<file path="src/rtl/logic_unit_pkg.sv">
// rtl/logic_unit_pkg.sv - opcode and FSM state encodings for the shared logic unit arbiter
package logic_unit_pkg;

  localparam logic [1:0] OP_XOR  = 2'b00;
  localparam logic [1:0] OP_NAND = 2'b01;
  localparam logic [1:0] OP_XNOR = 2'b10;
  localparam logic [1:0] OP_NOR  = 2'b11;

  typedef enum logic [1:0] {
    ST_IDLE = 2'b00,
    ST_EXEC = 2'b01,
    ST_RESP = 2'b10
  } state_t;

endpackage

</file>
<file path="src/rtl/logic_unit_arbiter_if.sv">
// rtl/logic_unit_arbiter_if.sv - requester/response bundle between issue ports and the arbiter
interface logic_unit_arbiter_if #(
  parameter int NUM_REQ = 4,
  parameter int DATA_W  = 8
);
  localparam int ID_W = (NUM_REQ > 1) ? $clog2(NUM_REQ) : 1;

  logic [NUM_REQ-1:0]        req_valid;
  logic [NUM_REQ-1:0]        req_ready;
  logic [2*NUM_REQ-1:0]      req_op;
  logic [DATA_W*NUM_REQ-1:0] req_a;
  logic [DATA_W*NUM_REQ-1:0] req_b;
  logic                      rsp_valid;
  logic                      rsp_ready;
  logic [DATA_W-1:0]         rsp_data;
  logic [ID_W-1:0]           rsp_id;
  logic                      busy;

  modport master (
    output req_valid, req_op, req_a, req_b, rsp_ready,
    input  req_ready, rsp_valid, rsp_data, rsp_id, busy
  );

  modport slave (
    input  req_valid, req_op, req_a, req_b, rsp_ready,
    output req_ready, rsp_valid, rsp_data, rsp_id, busy
  );

endinterface

</file>
<file path="src/rtl/NAND_8.sv">
// rtl/NAND_8.sv - bitwise NAND slice
module NAND_8 #(
  parameter int W = 8
) (
  input  logic [W-1:0] a,
  input  logic [W-1:0] b,
  output logic [W-1:0] y
);
  assign y = ~(a & b);
endmodule

</file>
<file path="src/rtl/NOR_8.sv">
// rtl/NOR_8.sv - bitwise NOR slice
module NOR_8 #(
  parameter int W = 8
) (
  input  logic [W-1:0] a,
  input  logic [W-1:0] b,
  output logic [W-1:0] y
);
  assign y = ~(a | b);
endmodule

</file>
<file path="src/rtl/XNOR_8.sv">
// rtl/XNOR_8.sv - bitwise XNOR slice
module XNOR_8 #(
  parameter int W = 8
) (
  input  logic [W-1:0] a,
  input  logic [W-1:0] b,
  output logic [W-1:0] y
);
  assign y = ~(a ^ b);
endmodule

</file>
<file path="src/rtl/XOR_8.sv">
// rtl/XOR_8.sv - bitwise XOR slice
module XOR_8 #(
  parameter int W = 8
) (
  input  logic [W-1:0] a,
  input  logic [W-1:0] b,
  output logic [W-1:0] y
);
  assign y = a ^ b;
endmodule

</file>
<file path="src/rtl/logic_unit_8.sv">
// rtl/logic_unit_8.sv - combinational bitwise logic unit, all four gates evaluated and muxed on op
module logic_unit_8
  import logic_unit_pkg::*;
#(
  parameter int W = 8
) (
  input  logic [1:0]   op,
  input  logic [W-1:0] a,
  input  logic [W-1:0] b,
  output logic [W-1:0] y
);
  logic [W-1:0] yXor, yNand, yXnor, yNor;

  XOR_8  #(.W(W)) uXor  (.a(a), .b(b), .y(yXor));
  NAND_8 #(.W(W)) uNand (.a(a), .b(b), .y(yNand));
  XNOR_8 #(.W(W)) uXnor (.a(a), .b(b), .y(yXnor));
  NOR_8  #(.W(W)) uNor  (.a(a), .b(b), .y(yNor));

  always_comb begin
    y = yXor;
    case (op)
      OP_XOR:  y = yXor;
      OP_NAND: y = yNand;
      OP_XNOR: y = yXnor;
      OP_NOR:  y = yNor;
      default: y = yXor;
    endcase
  end
endmodule

</file>
<file path="src/rtl/logic_unit_arbiter.sv">
// rtl/logic_unit_arbiter.sv - round-robin share of one bitwise logic unit between NUM_REQ requesters
module logic_unit_arbiter
  import logic_unit_pkg::*;
#(
  parameter int NUM_REQ = 4,
  parameter int DATA_W  = 8
) (
  input logic               clk,
  input logic               rst_n,
  logic_unit_arbiter_if.slave bus
);
  localparam int ID_W = (NUM_REQ > 1) ? $clog2(NUM_REQ) : 1;

  state_t               state, nextState;
  logic [ID_W-1:0]      lastGrant, grantId, capId, rspId;
  logic [1:0]           capOp, selOp;
  logic [DATA_W-1:0]    capA, capB, selA, selB, luResult, rspData;
  logic [NUM_REQ-1:0]   readyVec;
  logic                 anyValid;

  // First valid index after last, wrapping; candidate sum stays below 2*NUM_REQ so one subtract suffices.
  function automatic logic [ID_W-1:0] pickNext(input logic [NUM_REQ-1:0] valid,
                                               input logic [ID_W-1:0]    last);
    logic [ID_W:0]   cand;
    logic [ID_W-1:0] win;
    logic            found;
    win   = '0;
    found = 1'b0;
    for (int i = 1; i <= NUM_REQ; i++) begin
      cand = {1'b0, last} + (ID_W+1)'(i);
      if (cand >= (ID_W+1)'(NUM_REQ)) cand = cand - (ID_W+1)'(NUM_REQ);
      if (!found && valid[cand[ID_W-1:0]]) begin
        win   = cand[ID_W-1:0];
        found = 1'b1;
      end
    end
    return win;
  endfunction

  assign anyValid = |bus.req_valid;

  always_comb begin
    grantId = pickNext(bus.req_valid, lastGrant);
    selOp   = '0;
    selA    = '0;
    selB    = '0;
    for (int i = 0; i < NUM_REQ; i++) begin
      if (grantId == ID_W'(i)) begin
        selOp = bus.req_op[2*i +: 2];
        selA  = bus.req_a[DATA_W*i +: DATA_W];
        selB  = bus.req_b[DATA_W*i +: DATA_W];
      end
    end
  end

  always_comb begin
    nextState = state;
    readyVec  = '0;
    case (state)
      ST_IDLE: begin
        if (anyValid) begin
          readyVec[grantId] = 1'b1;
          nextState         = ST_EXEC;
        end
      end
      ST_EXEC: nextState = ST_RESP;
      ST_RESP: if (bus.rsp_ready) nextState = ST_IDLE;
      default: nextState = ST_IDLE;
    endcase
  end

  always_ff @(posedge clk or negedge rst_n) begin
    if (!rst_n) state <= ST_IDLE;
    else        state <= nextState;
  end

  always_ff @(posedge clk or negedge rst_n) begin
    if (!rst_n) begin
      lastGrant <= ID_W'(NUM_REQ-1);
      capId     <= '0;
      capOp     <= '0;
      capA      <= '0;
      capB      <= '0;
      rspData   <= '0;
      rspId     <= '0;
    end else begin
      if (state == ST_IDLE && anyValid) begin
        capId     <= grantId;
        capOp     <= selOp;
        capA      <= selA;
        capB      <= selB;
        lastGrant <= grantId;
      end
      if (state == ST_EXEC) begin
        rspData <= luResult;
        rspId   <= capId;
      end
    end
  end

  logic_unit_8 #(.W(DATA_W)) uLogicUnit (
    .op (capOp),
    .a  (capA),
    .b  (capB),
    .y  (luResult)
  );

  // rsp_valid decodes from state so it drops together with the async reset.
  assign bus.req_ready = readyVec;
  assign bus.rsp_valid = (state == ST_RESP);
  assign bus.rsp_data  = rspData;
  assign bus.rsp_id    = rspId;
  assign bus.busy      = (state != ST_IDLE);

endmodule

</file>
<file path="src/flat_wrapper.sv">
// flat-port wrapper written by rule: the top's interface ports become plain ports
module logic_unit_arbiter_flat import logic_unit_pkg::*;
#(
  parameter int NUM_REQ = 4,
  parameter int DATA_W  = 8
)
  (clk, rst_n, bus_req_valid, bus_req_op, bus_req_a, bus_req_b, bus_rsp_ready, bus_req_ready, bus_rsp_valid, bus_rsp_data, bus_rsp_id, bus_busy);
  logic_unit_arbiter_if #(.NUM_REQ(NUM_REQ), .DATA_W(DATA_W)) bus_i ();
  input logic clk;
  input logic rst_n;
  input wire logic [$bits(bus_i.req_valid)-1:0] bus_req_valid;
  input wire logic [$bits(bus_i.req_op)-1:0] bus_req_op;
  input wire logic [$bits(bus_i.req_a)-1:0] bus_req_a;
  input wire logic [$bits(bus_i.req_b)-1:0] bus_req_b;
  input wire logic [$bits(bus_i.rsp_ready)-1:0] bus_rsp_ready;
  output wire logic [$bits(bus_i.req_ready)-1:0] bus_req_ready;
  output wire logic [$bits(bus_i.rsp_valid)-1:0] bus_rsp_valid;
  output wire logic [$bits(bus_i.rsp_data)-1:0] bus_rsp_data;
  output wire logic [$bits(bus_i.rsp_id)-1:0] bus_rsp_id;
  output wire logic [$bits(bus_i.busy)-1:0] bus_busy;
  assign bus_i.req_valid = bus_req_valid;
  assign bus_i.req_op = bus_req_op;
  assign bus_i.req_a = bus_req_a;
  assign bus_i.req_b = bus_req_b;
  assign bus_i.rsp_ready = bus_rsp_ready;
  assign bus_req_ready = bus_i.req_ready;
  assign bus_rsp_valid = bus_i.rsp_valid;
  assign bus_rsp_data = bus_i.rsp_data;
  assign bus_rsp_id = bus_i.rsp_id;
  assign bus_busy = bus_i.busy;
  logic_unit_arbiter #(.NUM_REQ(NUM_REQ), .DATA_W(DATA_W)) u_core (.clk(clk), .rst_n(rst_n), .bus(bus_i));
endmodule
</file>
<file path="config.mk">
export PLATFORM = sky130hd
export DESIGN_NAME = logic_unit_arbiter_flat
export DESIGN_NICKNAME = d
export VERILOG_FILES = /design/src/rtl/logic_unit_pkg.sv /design/src/rtl/logic_unit_arbiter_if.sv /design/src/rtl/NAND_8.sv /design/src/rtl/NOR_8.sv /design/src/rtl/XNOR_8.sv /design/src/rtl/XOR_8.sv /design/src/rtl/logic_unit_8.sv /design/src/rtl/logic_unit_arbiter.sv /design/src/flat_wrapper.sv
export SDC_FILE = /design/constraint.sdc
export NUM_CORES = 1
export LEC_CHECK = 0
export BUFFER_PORTS_ARGS = -buffer_cell sky130_fd_sc_hd__buf_2
export CAP_MARGIN = 20
export CORE_UTILIZATION = 49
export DETAILED_ROUTE_END_ITERATION = 8
export HOLD_SLACK_MARGIN = 0.03
export PLACE_DENSITY = 0.92
export RECOVER_POWER = 25
export SYNTH_ARGS = -nofsm -noshare
export SYNTH_HDL_FRONTEND = slang
export SYNTH_SLANG_ARGS = --single-unit
</file>
<file path="constraint.sdc">
create_clock -name clk -period 2.1 [get_ports clk]
set_input_delay 0 -clock clk [delete_from_list [all_inputs] [get_ports clk]]
set_output_delay 0 -clock clk [all_outputs]
set_load 0.1 [all_outputs]
</file>
=== Word level (Yosys, flattened, before mapping) ===
Index checks and enable logic that the tools add are counted.

* Add/sub/neg operators: 8
* Order comparisons: 10
* Equality and inequality tests: 10
* Mux-type cells: 39
* Bitwise logic cells: 6
* Reduce and logical (&&, ||, !) cells: 14

{| class="wikitable"
|+ Operators with widths
! operator !! number
|-
| two-way mux 8 bit || 8
|-
| case mux 8 bit (4 select lines) || 1
|-
| two-way mux 2 bit || 14
|-
| NOT 8 bit || 3
|-
| < comparator 2 x 3 -> 1 bit, second input constant || 5
|-
| greater-or-equal comparator 3 bit, second input constant || 4
|-
| == test 2 bit, second input constant || 5
|-
| bitwise AND 8 bit || 1
|-
| binary-select mux 1 bit (select 2 bit) || 4
|-
| two-way mux 1 bit || 8
|-
| two-way mux 4 bit || 2
|-
| bitwise OR 8 bit || 1
|-
| subtractor 2 x 1 -> 2 bit, second input constant || 4
|-
| XOR 8 bit || 1
|-
| adder 2 x 2 -> 3 bit, second input constant || 2
|-
| == test 2 x 1 -> 1 bit, second input constant || 3
|-
| logical NOT 2 bit || 3
|-
| case mux 2 bit (3 select lines) || 1
|-
| logical AND 1 bit || 5
|-
| OR reduction 4 bit || 1
|-
| adder 2 x 1 -> 3 bit, second input constant || 1
|-
| adder 2 x 3 -> 3 bit, second input constant || 1
|-
| logical NOT 1 bit || 3
|-
| demux 1 bit (select 2 bit) || 1
|-
| other kinds (5) || 5
|}

* Register bits: 34
* Bits of input ports: 79
* Logic and storage cells: 95

=== Logic depth before layout (Yosys ltp) ===
Gate-level depths: netlist of the first run.

* Depth after elaboration: 21
* Depth in mapped cells: 7

=== Hierarchy ===
A second synthesis of the first run with hierarchy kept.

* Cell total of the unflattened synthesis: 207
* Area total of the unflattened synthesis: 2243.4 um2

{| class="wikitable"
|+ Modules (own cells, without submodules)
! module !! times used !! cells each !! area each (um2)
|-
| logic_unit_arbiter || 1 || 165 || 1846.8
|-
| logic_unit_8 || 1 || 10 || 196.4
|-
| XNOR_8 || 1 || 8 || 70.1
|-
| XOR_8 || 1 || 8 || 70.1
|-
| NAND_8 || 1 || 8 || 30.0
|-
| NOR_8 || 1 || 8 || 30.0
|}

=== Least setup slack after synthesis of the first run ===
Ideal clock, no wire load.

* Kind: reg2out
* Start: reg u_core.state[1]
* End: out bus_req_ready[0]
* Data arrival time: 3.798 ns
* Required time: 2.100 ns
* Slack: -1.698 ns
* Cell stages (with the launch flop): 5
* Path buffers: 1
* Cells stage by stage: dfrtp_1 -> or2_1 -> a31o_2 -> clkbuf_1 -> nor3b_1

* Word-level cells in the longest chain between the ends: 2

{| class="wikitable"
|+ RTL lines
! what !! RTL line !! RTL
|-
| start, declared || logic_unit_arbiter.sv:14 || <nowiki>state_t state, nextState;</nowiki>
|-
| start signal, assigned || logic_unit_arbiter.sv:74 || <nowiki>else state <= nextState;</nowiki>
|-
| logical NOT 2 bit || logic_unit_arbiter.sv:59 || <nowiki>case (state)</nowiki>
|-
| two-way mux 4 bit || logic_unit_arbiter.sv:59 ||
|-
| end, declared || flat_wrapper.sv:16 || <nowiki>output wire logic [$bits(bus_i.req_ready)-1:0] bus_req_ready;</nowiki>
|}

Every way passes these cells.

=== Final worst setup path of the first run ===
* Start: reg u_core.lastGrant[1]
* End: out bus_req_ready[1]

* Word-level cells in the longest chain between the ends: 21

{| class="wikitable"
|+ RTL lines
! what !! RTL line !! RTL
|-
| start, declared || logic_unit_arbiter.sv:15 || <nowiki>logic [ID_W-1:0] lastGrant, grantId, capId, rspId;</nowiki>
|-
| start signal, assigned || logic_unit_arbiter.sv:79 || <nowiki>lastGrant <= ID_W'(NUM_REQ-1);</nowiki>
|-
| start signal, assigned || logic_unit_arbiter.sv:92 || <nowiki>lastGrant <= grantId;</nowiki>
|-
| adder 2 x 1 -> 3 bit || logic_unit_arbiter.sv:30 || <nowiki>cand = {1'b0, last} + (ID_W+1)'(i);</nowiki>
|-
| greater-or-equal comparator 3 bit or subtractor 2 x 1 -> 2 bit (tied branches) || logic_unit_arbiter.sv:31 || <nowiki>if (cand >= (ID_W+1)'(NUM_REQ)) cand = cand - (ID_W+1)'(NUM_REQ);</nowiki>
|-
| two-way mux 2 bit || logic_unit_arbiter.sv:31 ||
|-
| binary-select mux 1 bit (select 2 bit) || logic_unit_arbiter.sv:32 || <nowiki>if (!found && valid[cand[ID_W-1:0]]) begin</nowiki>
|-
| two-way mux 1 bit (not written as such) || logic_unit_arbiter.sv:32 ||
|-
| two-way mux 1 bit || logic_unit_arbiter.sv:32 ||
|-
| logical NOT 1 bit || logic_unit_arbiter.sv:32 ||
|-
| logical AND 1 bit || logic_unit_arbiter.sv:32 ||
|-
| [... 5 more ...] || - ||
|-
| logical AND 1 bit || logic_unit_arbiter.sv:32 ||
|-
| two-way mux 2 bit * || logic_unit_arbiter.sv:32 ||
|-
| < comparator 2 x 3 -> 1 bit (not written as such) or greater-or-equal comparator 2 x 1 -> 1 bit (tied branches) || logic_unit_arbiter.sv:62 || <nowiki>readyVec[grantId] = 1'b1;</nowiki>
|-
| logical AND 1 bit (not written as such) || logic_unit_arbiter.sv:62 ||
|-
| two-way mux 1 bit (not written as such) || logic_unit_arbiter.sv:62 ||
|-
| demux 1 bit (select 2 bit) * || - ||
|-
| two-way mux 4 bit * || logic_unit_arbiter.sv:61 || <nowiki>if (anyValid) begin</nowiki>
|-
| two-way mux 4 bit * || logic_unit_arbiter.sv:59 ||
|}

Mark *: on every way between the ends. The rest lies on a longest branch, timed or not. The select of a mux whose other input is x is not followed.

==> results.py, run 1 <==
metrics = {
    "status": {
        "status": "complete, no violations",
    },
    "placement": {
        "place_inst": 395,
        "place_hpwl_mm": 4.00,
        "portBuffers": 94,
        "place.gp.congestion": 0.847,
        "placed_area_sq_mm": 0.00298,
    },
    "timing": {
        "slew_violations": 0,
        "relSlewSlack_pct": 44.4,
        "hold_violations": 0,
        "fin_crit_sh_pct": 95.3,
        "fmax_mhz": 500,
        "period_minus_slack_ns": 2.00,
        "fin_worst_skew_ns": 0.00331,
        "setup_viol": 0,
        "worstMarginPinSlew_ns": 0.833,
    },
    "pwr": {
        "p_per_area_mw_per_mm2": 1740,
        "peakVddDrop_v": 0.000681,
        "total_power_mw": 5.40,
        "leakage_nw": 1.64,
    },
    "worst_setup_path": {
        "cp-endpoint": "bus_req_ready[1]",
        "arrival_ns": 2.00,
        "r2r_end": "u_core.capA[6]",
        "start_kind": "flop",
        "cp-end-kind": "output pin",
        "reg2reg_from": "u_core.lastGrant[1]",
        "reg2reg_slack_ns": 0.13,
        "crit_required_ns": 2.10,
        "startpoint": "u_core.lastGrant[1]",
        "path_class": "reg2out",
        "rr_worst_depth": 5,
        "worst-path-max-fanout": 10,
    },
    "cts": {
        "cts_tree": "built",
        "cts_root_buffer": "clkbuf_8",
        "h-tree-depth": 2,
        "clk_latency_ns": 0.28,
        "numClockSinks": 34,
        "ctsLongestPathBuffers": 2,
        "clk_pin_slew_ns": 0.07,
        "postCtsSetupBuffers": 0,
        "cts_buffers": 5,
    },
    "routing": {
        "via_per_inst": 5.11,
        "drc": 0,
        "postRouteAntennaNets": 0,
        "routed_wl_mm": 5.20,
        "post_drt_wl_per_cell_um": 12.8,
        "vias": 2069,
        "drtPass1Iterations": 4,
        "drt-initial-drc-count": 66,
    },
    "layout": {
        "drive_gt1_share_pct": 38.5,
        "regArea_sq_um": 853,
        "final_cells": 405,
        "diodes": 0,
        "syn_to_final_growth_pct": 29.3,
        "final_cell_mix": "buf_2 (90), mux2i_1 (44), nand2_1 (33)",
        "finish.instance_area_sq_mm": 0.00310,
        "fin_nets": 432,
        "multi_input_area_sq_mm": 0.00138,
        "mostFrequentLayoutCell": "buf_2",
        "nFillCells": 373,
    },
    "synth": {
        "ys_ff_latch": 34,
        "synthArstFlopShare_pct": 100,
        "synth_top_area_share_pct": 33.4,
        "synth_cell_types": 36,
        "yosys-top-cells-area": "dfrtp_1 (33%), mux2i_1 (18%), ha_1 (8.3%)",
        "ys_seq_area_share_pct": 35.6,
        "synth_ff_type": "dfrtp_1",
        "syn_inst": 245,
        "syn-num-nets": 340,
        "yosysTopAreaCell": "dfrtp_1",
        "synth_edf_count": 0,
        "yosysWarnings": 0,
        "synth_area_per_cell_sq_um": 9.80,
        "netlist_area_sq_mm": 0.00240,
    },
    "global_route": {
        "grtUsageTotal_pct": 21.2,
        "grt_pass1_wl_mm": 8.50,
        "grt_pass1_vias": 1998,
        "antenna_found_initial": 0,
        "overflow": 0,
        "grt_max_degree": 35,
    },
    "floorplanning": {
        "rows": 25,
        "boundaryPins": 95,
        "coreArea_sq_mm": 0.00472,
        "initial_utilization_pct": 50.8,
        "die_w_um": 72.0,
        "die_area_sq_mm": 0.00518,
        "die_y_um": 72.0,
    },
    "flow_run": {
        "drv_cap": 0,
    },
    "worst_hold_path": {
        "hold_path_class": "in2reg",
    },
}
==> registers in the layout, summed over array words and instances (netlist names) <==
name and count:
u_core.bus.rsp_data 8, u_core.capOp 2, u_core.capA 8, u_core.bus.rsp_id 2
u_core.capB 8, u_core.lastGrant 2, u_core.capId 2, u_core.state 2
==> worst max-delay path: stages, from the launching register on <==
cell	delay (ns)
dfstp_2	0.60
a21oi_1	0.10
a31oi_1	0.25
a21oi_4	0.19
nor3_4	0.14
buf_2	0.44
==> what timing repair did <==
| action | in CTS | in global routing |
|---|---|---|
| hold buffers | 2 | 0 |
| endpoints found under the setup margin | 0 | 1 |
| gates resized for setup | 0 | 1 |
| hold endpoints to repair | 33 | 0 |
==> kinds of logic after synthesis <==
| group | after synthesis | synth area share (%) |
|---|---|---|
| flops | 34 | 35.6 |
| fa+ha+maj | 16 | 8.34 |
| mux | 46 | 19.3 |
| xor+xnor | 8 | 2.92 |
| simple gates | 52 | 9.59 |
| compound gates | 45 | 15.7 |
| buf+inv | 44 | 8.60 |
==> per-layer routing <==
| layer | wire length (um) | part of all wire (%) | up-vias | GRT usage, % |
|---|---|---|---|---|
| li1 | - | - | 1020 | - |
| met1 | 2080 | 40 | 969 | 22.9 |
| met2 | 2770 | 53 | 67 | 39.7 |
| met3 | 237 | 4.6 | 13 | 4.58 |
| met4 | 110 | 2.1 | 0 | 9.15 |
| met5 | 0 | 0 | - | 0 |
==> synthesized netlist by cell type, types with 2 or more instances <==
cell type	instances
a21oi_1	8
a21oi_2	2
buf_2	5
buf_4	3
clkbuf_1	5
dfrtp_1	32
dfstp_2	2
ha_1	16
inv_1	27
mux2_2	2
mux2i_1	44
nand2_1	33
nand2b_1	3
nor2_1	9
o21ai_0	11
o221ai_1	8
o221ai_2	10
xnor2_1	7
==> how the worst min path moves through the flow <==
stage	depth (start not counted)	start	slack (ns)	to
3_5_place_dp	1	rst_n	0.11	u_core.bus.rsp_id[1]
3_3_place_gp	1	rst_n	0.09	u_core.bus.rsp_id[1]
2_1_floorplan	0	rst_n	-0.30	u_core.bus.rsp_data[0]
4_1_cts	3	bus_req_a[2]	0.03	u_core.capA[2]
6_report	3	bus_req_op[0]	0.03	u_core.capOp[0]
5_1_grt	3	bus_req_op[3]	0.03	u_core.capOp[1]
==> per-stage QoR <==
step	setup TNS, ns	setup slack [ns]	util [%]	hold slack (ns)
global placement	0	0.230	63.2	0.0949
floorplan	0	0.0128	-	-0.296
global route	-0.0580	-0.0398	65.7	0.0343
finish	0	0.0982	65.7	0.0313
CTS	0	0.0645	65.5	0.0310
detailed placement	0	0.141	63.2	0.105
==> area by class of cell <==
| cell class | instances | share of cell area [%] |
|---|---|---|
| clock buffers | 7 | 2.78 |
| clock inverters | 1 | 0.161 |
| inverters | 28 | 3.39 |
| multi-input cells | 167 | 44.6 |
| flip-flops and latches | 34 | 27.5 |
| well taps | 67 | 2.70 |
| repair buffers | 101 | 18.9 |
==> where the power goes <==
| group | internal, mW | total (mW) | switching, mW |
|---|---|---|---|
| Clock | 0.264 | 0.494 | 0.230 |
| Combinational | 1.26 | 3.63 | 2.37 |
| Sequential | 1.01 | 1.27 | 0.267 |
No activity file was read; power rests on OpenSTA's default activity.
==> run 2: changes to the inputs <==
- BUFFER_PORTS_ARGS: -buffer_cell sky130_fd_sc_hd__buf_2 -> unset
- CORE_MARGIN: unset -> 2
- CORE_UTILIZATION: 49 -> 54
- DONT_BUFFER_PORTS: unset -> 1
- PLACE_DENSITY: 0.92 -> 0.8
==> run 2 against run 1 <==
The run now ends with capacitance limit, slew limit left. Clock skew grew 0.0078 ns. Setup slack got worse by 0.024 ns. Clock power fell by 4.3%. Sequential cell count unchanged. Power rose by 7.3%. Critical path depth is 1 higher. Utilization up 14 points. Sequential share of layout area fell by 2.8 points. Wire length increased by 49%. Via count increased by 13%. Combinational power up 9.9%. Final cell count down 4.9%. Largest cell class unchanged.
==> results.py, run 2 (synthesized netlist as in run 1, its figures left out) <==
metrics = {
    "global_route": {
        "overflow": 0,
        "grt_pass1_wl_mm": 12.5,
        "grt_pass1_vias": 2490,
        "grt_max_degree": 37,
        "grtUsageTotal_pct": 32.8,
        "antenna_found_initial": 0,
    },
    "cts": {
        "clk_latency_ns": 0.29,
        "h-tree-depth": 2,
        "cts_root_buffer": "clkbuf_8",
        "ctsLongestPathBuffers": 2,
        "cts_tree": "built",
        "numClockSinks": 34,
        "cts_buffers": 5,
        "cts_hold_buf": 75,
        "ctsResizeCount": 0,
        "postCtsSetupBuffers": 0,
        "clk_pin_slew_ns": 0.07,
    },
    "layout": {
        "final_cell_mix": "dlygate4sd3_1 (74), mux2i_1 (44), nand2_1 (33)",
        "diodes": 0,
        "mostFrequentLayoutCell": "dlygate4sd3_1",
        "fin_nets": 427,
        "drive_gt1_share_pct": 15.0,
        "syn_to_final_growth_pct": 43.8,
        "final_util_pct": 79.8,
        "nFillCells": 250,
    },
    "worst_setup_path": {
        "slowest_stage": "dfstp_2",
        "worst-path-max-fanout": 7,
        "cp_slowest_stage_delay_ns": 0.62,
        "crit_required_ns": 2.10,
        "arrival_ns": 2.03,
        "start_kind": "flop",
        "cp-end-kind": "output pin",
        "rr_worst_depth": 5,
        "crit_chain": "mux2i_1 > o22ai_1 > a21oi_2 > buf_4 > nor3b_4 > buf_12",
        "path_class": "reg2out",
    },
    "timing": {
        "fin_tns_setup_ns": 0,
        "fin_worst_skew_ns": 0.0111,
        "period_minus_slack_ns": 2.03,
        "fin_crit_sh_pct": 96.5,
        "slew_violations": 35,
        "setup_viol": 0,
        "relSlewSlack_pct": -7.20,
        "worstMarginPinSlew_ns": 1.61,
        "hold_violations": 0,
        "rsz0062_at_grt": "no",
        "fmax_mhz": 494,
    },
    "routing": {
        "drc": 0,
        "drt-initial-drc-count": 171,
        "via_per_inst": 6.09,
        "postRouteAntennaNets": 0,
        "drtPass1Iterations": 4,
        "routed_wl_mm": 7.74,
        "vias": 2345,
        "post_drt_wl_per_cell_um": 20.1,
    },
    "pwr": {
        "clkPwrFrac_pct": 8.2,
        "leakage_nw": 1.64,
        "peakVddDrop_v": 0.000847,
        "switchingPower_mw": 3.15,
        "p_seq_share_pct": 22.8,
        "power_switching_share_pct": 54.5,
        "combPwrFrac_pct": 69.0,
        "intPower_mw": 2.63,
        "p_per_area_mw_per_mm2": 1680,
    },
    "floorplanning": {
        "die_w_um": 70.7,
        "die_area_sq_mm": 0.00499,
        "boundaryPins": 95,
        "initial_utilization_pct": 55.5,
        "die_y_um": 70.7,
        "rows": 24,
        "coreArea_sq_mm": 0.00432,
    },
    "status": {
        "status": "finished with violations",
        "violations": "capacitance limit, slew limit",
    },
    "placement": {
        "place.gp.congestion": 0.755,
        "place_hpwl_mm": 3.83,
        "portBuffers": 0,
    },
    "flow_run": {
        "drv_cap": 1,
    },
    "worst_hold_path": {
        "hold_path_class": "in2reg",
        "holdPathStages": 4,
    },
}
[run 2: cell count changes in the layout (fill, tap and decap cells not counted), sizes merged]
| cell | delta |
|---|---|
| buf | -77 |
| clkinv | -1 |
| dlygate4sd3 | +72 |
| dlymetal6s4s | +1 |
[run 2: worst paths after layout]
kind | start | slack [ns] | to
hold / removal | bus_req_valid[0] | 0.08 | u_core.capId[0]
min in group asynchronous | rst_n | 0.76 | u_core.capB[7]
hold reg to reg | u_core.capId[1] | 0.48 | u_core.capId[1]
setup / recovery | u_core.lastGrant[1] | 0.07 | bus_req_ready[0]
setup reg to reg | u_core.lastGrant[1] | 0.13 | u_core.capB[2]
max in group asynchronous | rst_n | 0.40 | u_core.bus.rsp_data[4]
[run 2: layout make-up]
type	instances	area (sq um)	area share, %
Clock buffer	8	80.1	2.32
Inverter	28	105	3.04
Multi-Input combinational cell	167	1380	39.8
Sequential cell	34	853	24.7
Tap cell	52	65.1	1.88
Timing Repair Buffer	96	973	28.2
[run 2: power by group through the flow]
stage	logic, mW	registers [mW]	clock network (mW)
3_3_place_gp	3.53	1.27	0
4_1_cts	3.79	1.28	0.467
6_report	3.99	1.32	0.473
3_5_place_dp	3.65	1.29	0
2_1_floorplan	2.36	1.87	0
5_1_grt	4.27	1.35	0.509
[run 2: worst max-delay path: cells and delay by family (launching register included)]
family | cells | cell delay, ns
compound gates | 2 | 0.28
flops | 1 | 0.62
buf+inv | 2 | 0.38
simple gates | 1 | 0.24
mux | 1 | 0.23
[run 2: stage by stage]
step,total power [mW],hold WS (ns),setup WS [ns],instances,instance area [sq um]
6_report,5.79,0.0766,0.0745,385,3450
4_1_cts,5.53,0.0706,0.126,385,3460
2_1_floorplan,4.23,-0.296,0.0128,245,2430
5_1_grt,6.13,0.108,0.00224,385,3450
3_5_place_dp,4.94,-0.294,0.225,302,2620
3_3_place_gp,4.80,-0.295,0.300,302,2620
[run 2: per-layer routing]
layer,GRT usage [%],wire [um],up-vias
li1,-,-,1022
met1,38.3,2860,1106
met2,55.6,3810,166
met3,6.70,527,51
met4,20.1,544,0
met5,0,0,-
==> run 3: changes to the inputs <==
- CORE_UTILIZATION: 54 -> 50
- MAX_ROUTING_LAYER: unset -> met4
- PLACE_DENSITY: 0.8 -> 0.76
- SKIP_CTS_REPAIR_TIMING: unset -> 1
==> run 3 against run 2 <==
The run ends with capacitance limit left. Clock skew is 0.0027 ns lower. Largest cell class unchanged. Largest power group unchanged. Hold slack worse by 0.027 ns. Die area is 7.5% higher. Wire length is 10% lower.
==> results.py, run 3 (synthesized netlist as in run 1, its figures left out) <==
metrics = {
    "global_route": {
        "grt_max_degree": 36,
        "grtUsageTotal_pct": 19.8,
        "overflow": 0,
        "grt_pass1_wl_mm": 7.78,
        "grt_pass1_vias": 1669,
        "antenna_found_initial": 0,
    },
    "timing": {
        "period_minus_slack_ns": 2.05,
        "worstMarginPinSlew_ns": 1.49,
        "setup_slack_ns": 0.0459,
        "hold_slack_ns": 0.0492,
        "slew_violations": 0,
        "fin_tns_setup_ns": 0,
        "setup_viol": 0,
        "fin_crit_sh_pct": 97.8,
        "hold_violations": 0,
        "relSlewSlack_pct": 0.439,
        "fin_worst_skew_ns": 0.00838,
        "fmax_mhz": 487,
    },
    "layout": {
        "drive_gt1_share_pct": 16.2,
        "final_cell_mix": "dlygate4sd3_1 (74), mux2i_1 (44), nand2_1 (33)",
        "fin_nets": 428,
        "final_util_pct": 74.9,
        "final_cells": 388,
        "finish.instance_area_sq_mm": 0.00349,
        "mostFrequentLayoutCell": "dlygate4sd3_1",
        "diodes": 0,
        "syn_to_final_growth_pct": 45.4,
    },
    "routing": {
        "drc": 0,
        "drt-initial-drc-count": 98,
        "post_drt_wl_per_cell_um": 17.9,
        "postRouteAntennaNets": 0,
        "routed_wl_mm": 6.95,
        "drtPass1Iterations": 4,
        "via_per_inst": 5.57,
        "vias": 2161,
    },
    "pwr": {
        "peakVddDrop_v": 0.000788,
        "leakage_nw": 1.66,
        "p_per_area_mw_per_mm2": 1630,
        "total_power_mw": 5.69,
    },
    "worst_hold_path": {
        "hold_path_class": "in2reg",
        "holdPathStages": 3,
    },
    "status": {
        "status": "finished with violations",
        "violations": "capacitance limit",
    },
    "cts": {
        "clk_latency_ns": 0.30,
        "ctsLongestPathBuffers": 2,
        "clk_pin_slew_ns": 0.08,
        "h-tree-depth": 2,
        "cts_buffers": 5,
        "numClockSinks": 34,
        "cts_tree": "built",
        "cts_root_buffer": "clkbuf_8",
    },
    "placement": {
        "dp_slack_ns": 0.326,
        "place_inst": 305,
        "portBuffers": 0,
        "place_hpwl_mm": 3.71,
        "placed_area_sq_mm": 0.00264,
        "place.gp.congestion": 0.876,
    },
    "worst_setup_path": {
        "arrival_ns": 2.05,
        "crit_required_ns": 2.10,
        "start_kind": "flop",
        "path_class": "reg2out",
        "cp-end-kind": "output pin",
        "worst-path-max-fanout": 7,
        "rr_worst_depth": 6,
    },
    "floorplanning": {
        "initial_utilization_pct": 51.5,
        "rows": 25,
        "coreArea_sq_mm": 0.00466,
        "die_w_um": 73.3,
        "die_area_sq_mm": 0.00537,
        "boundaryPins": 95,
        "die_y_um": 73.3,
    },
    "flow_run": {
        "drv_cap": 1,
    },
}
[run 3: cell count changes in the layout (fill, tap and decap cells not counted)]
cell        before  now
clkbuf_1         3    0
buf_12           5    6
clkbuf_8         5    6
clkinv_2         0    1
clkinvlp_4       0    1
[run 3: where the power goes]
part           switching (mW)  total, mW  leakage [nW]  internal (mW)
clock                   0.259      0.522        0.0472          0.264
sequential              0.294       1.30         0.413           1.01
combinational            2.46       3.86          1.20           1.40
[run 3: per-layer routing]
| metal | share of wire (%) | GRT usage [%] | up-vias | wire [um] |
|---|---|---|---|---|
| li1 | - | - | 1022 | - |
| met1 | 38 | 23.2 | 1030 | 2650 |
| met2 | 54 | 32.1 | 91 | 3750 |
| met3 | 5.2 | 5.76 | 18 | 359 |
| met4 | 2.7 | 7.20 | 0 | 187 |
| met5 | 0 | - | - | 0 |
[run 3: critical path, cell delays in order, from the launching register on]
cell,delay [ns]
dfstp_2,0.61
mux2i_1,0.24
o22ai_1,0.14
a21oi_2,0.17
buf_4,0.17
nor3b_4,0.22
buf_12,0.20
[run 3: layout make-up]
type | count | area [sq um]
Clock inverter | 2 | 12.5
Tap cell | 54 | 67.6
Timing Repair Buffer | 97 | 993
Clock buffer | 6 | 82.6
Sequential cell | 34 | 853
Multi-Input combinational cell | 167 | 1380
Fill cell | 292 | 1170
Inverter | 28 | 105
[run 3: worst paths after layout]
kind,startpoint,endpoint,slack (ns)
worst max-delay path,u_core.lastGrant[1],bus_req_ready[0],0.05
worst min-delay path,bus_req_valid[1],u_core.state[0],0.05
worst max register to register,u_core.lastGrant[1],u_core.capA[0],0.20
worst min register to register,u_core.bus.rsp_data[7],u_core.bus.rsp_data[7],0.49
max in group asynchronous,rst_n,u_core.capB[1],0.51
min in group asynchronous,rst_n,u_core.capA[4],0.72
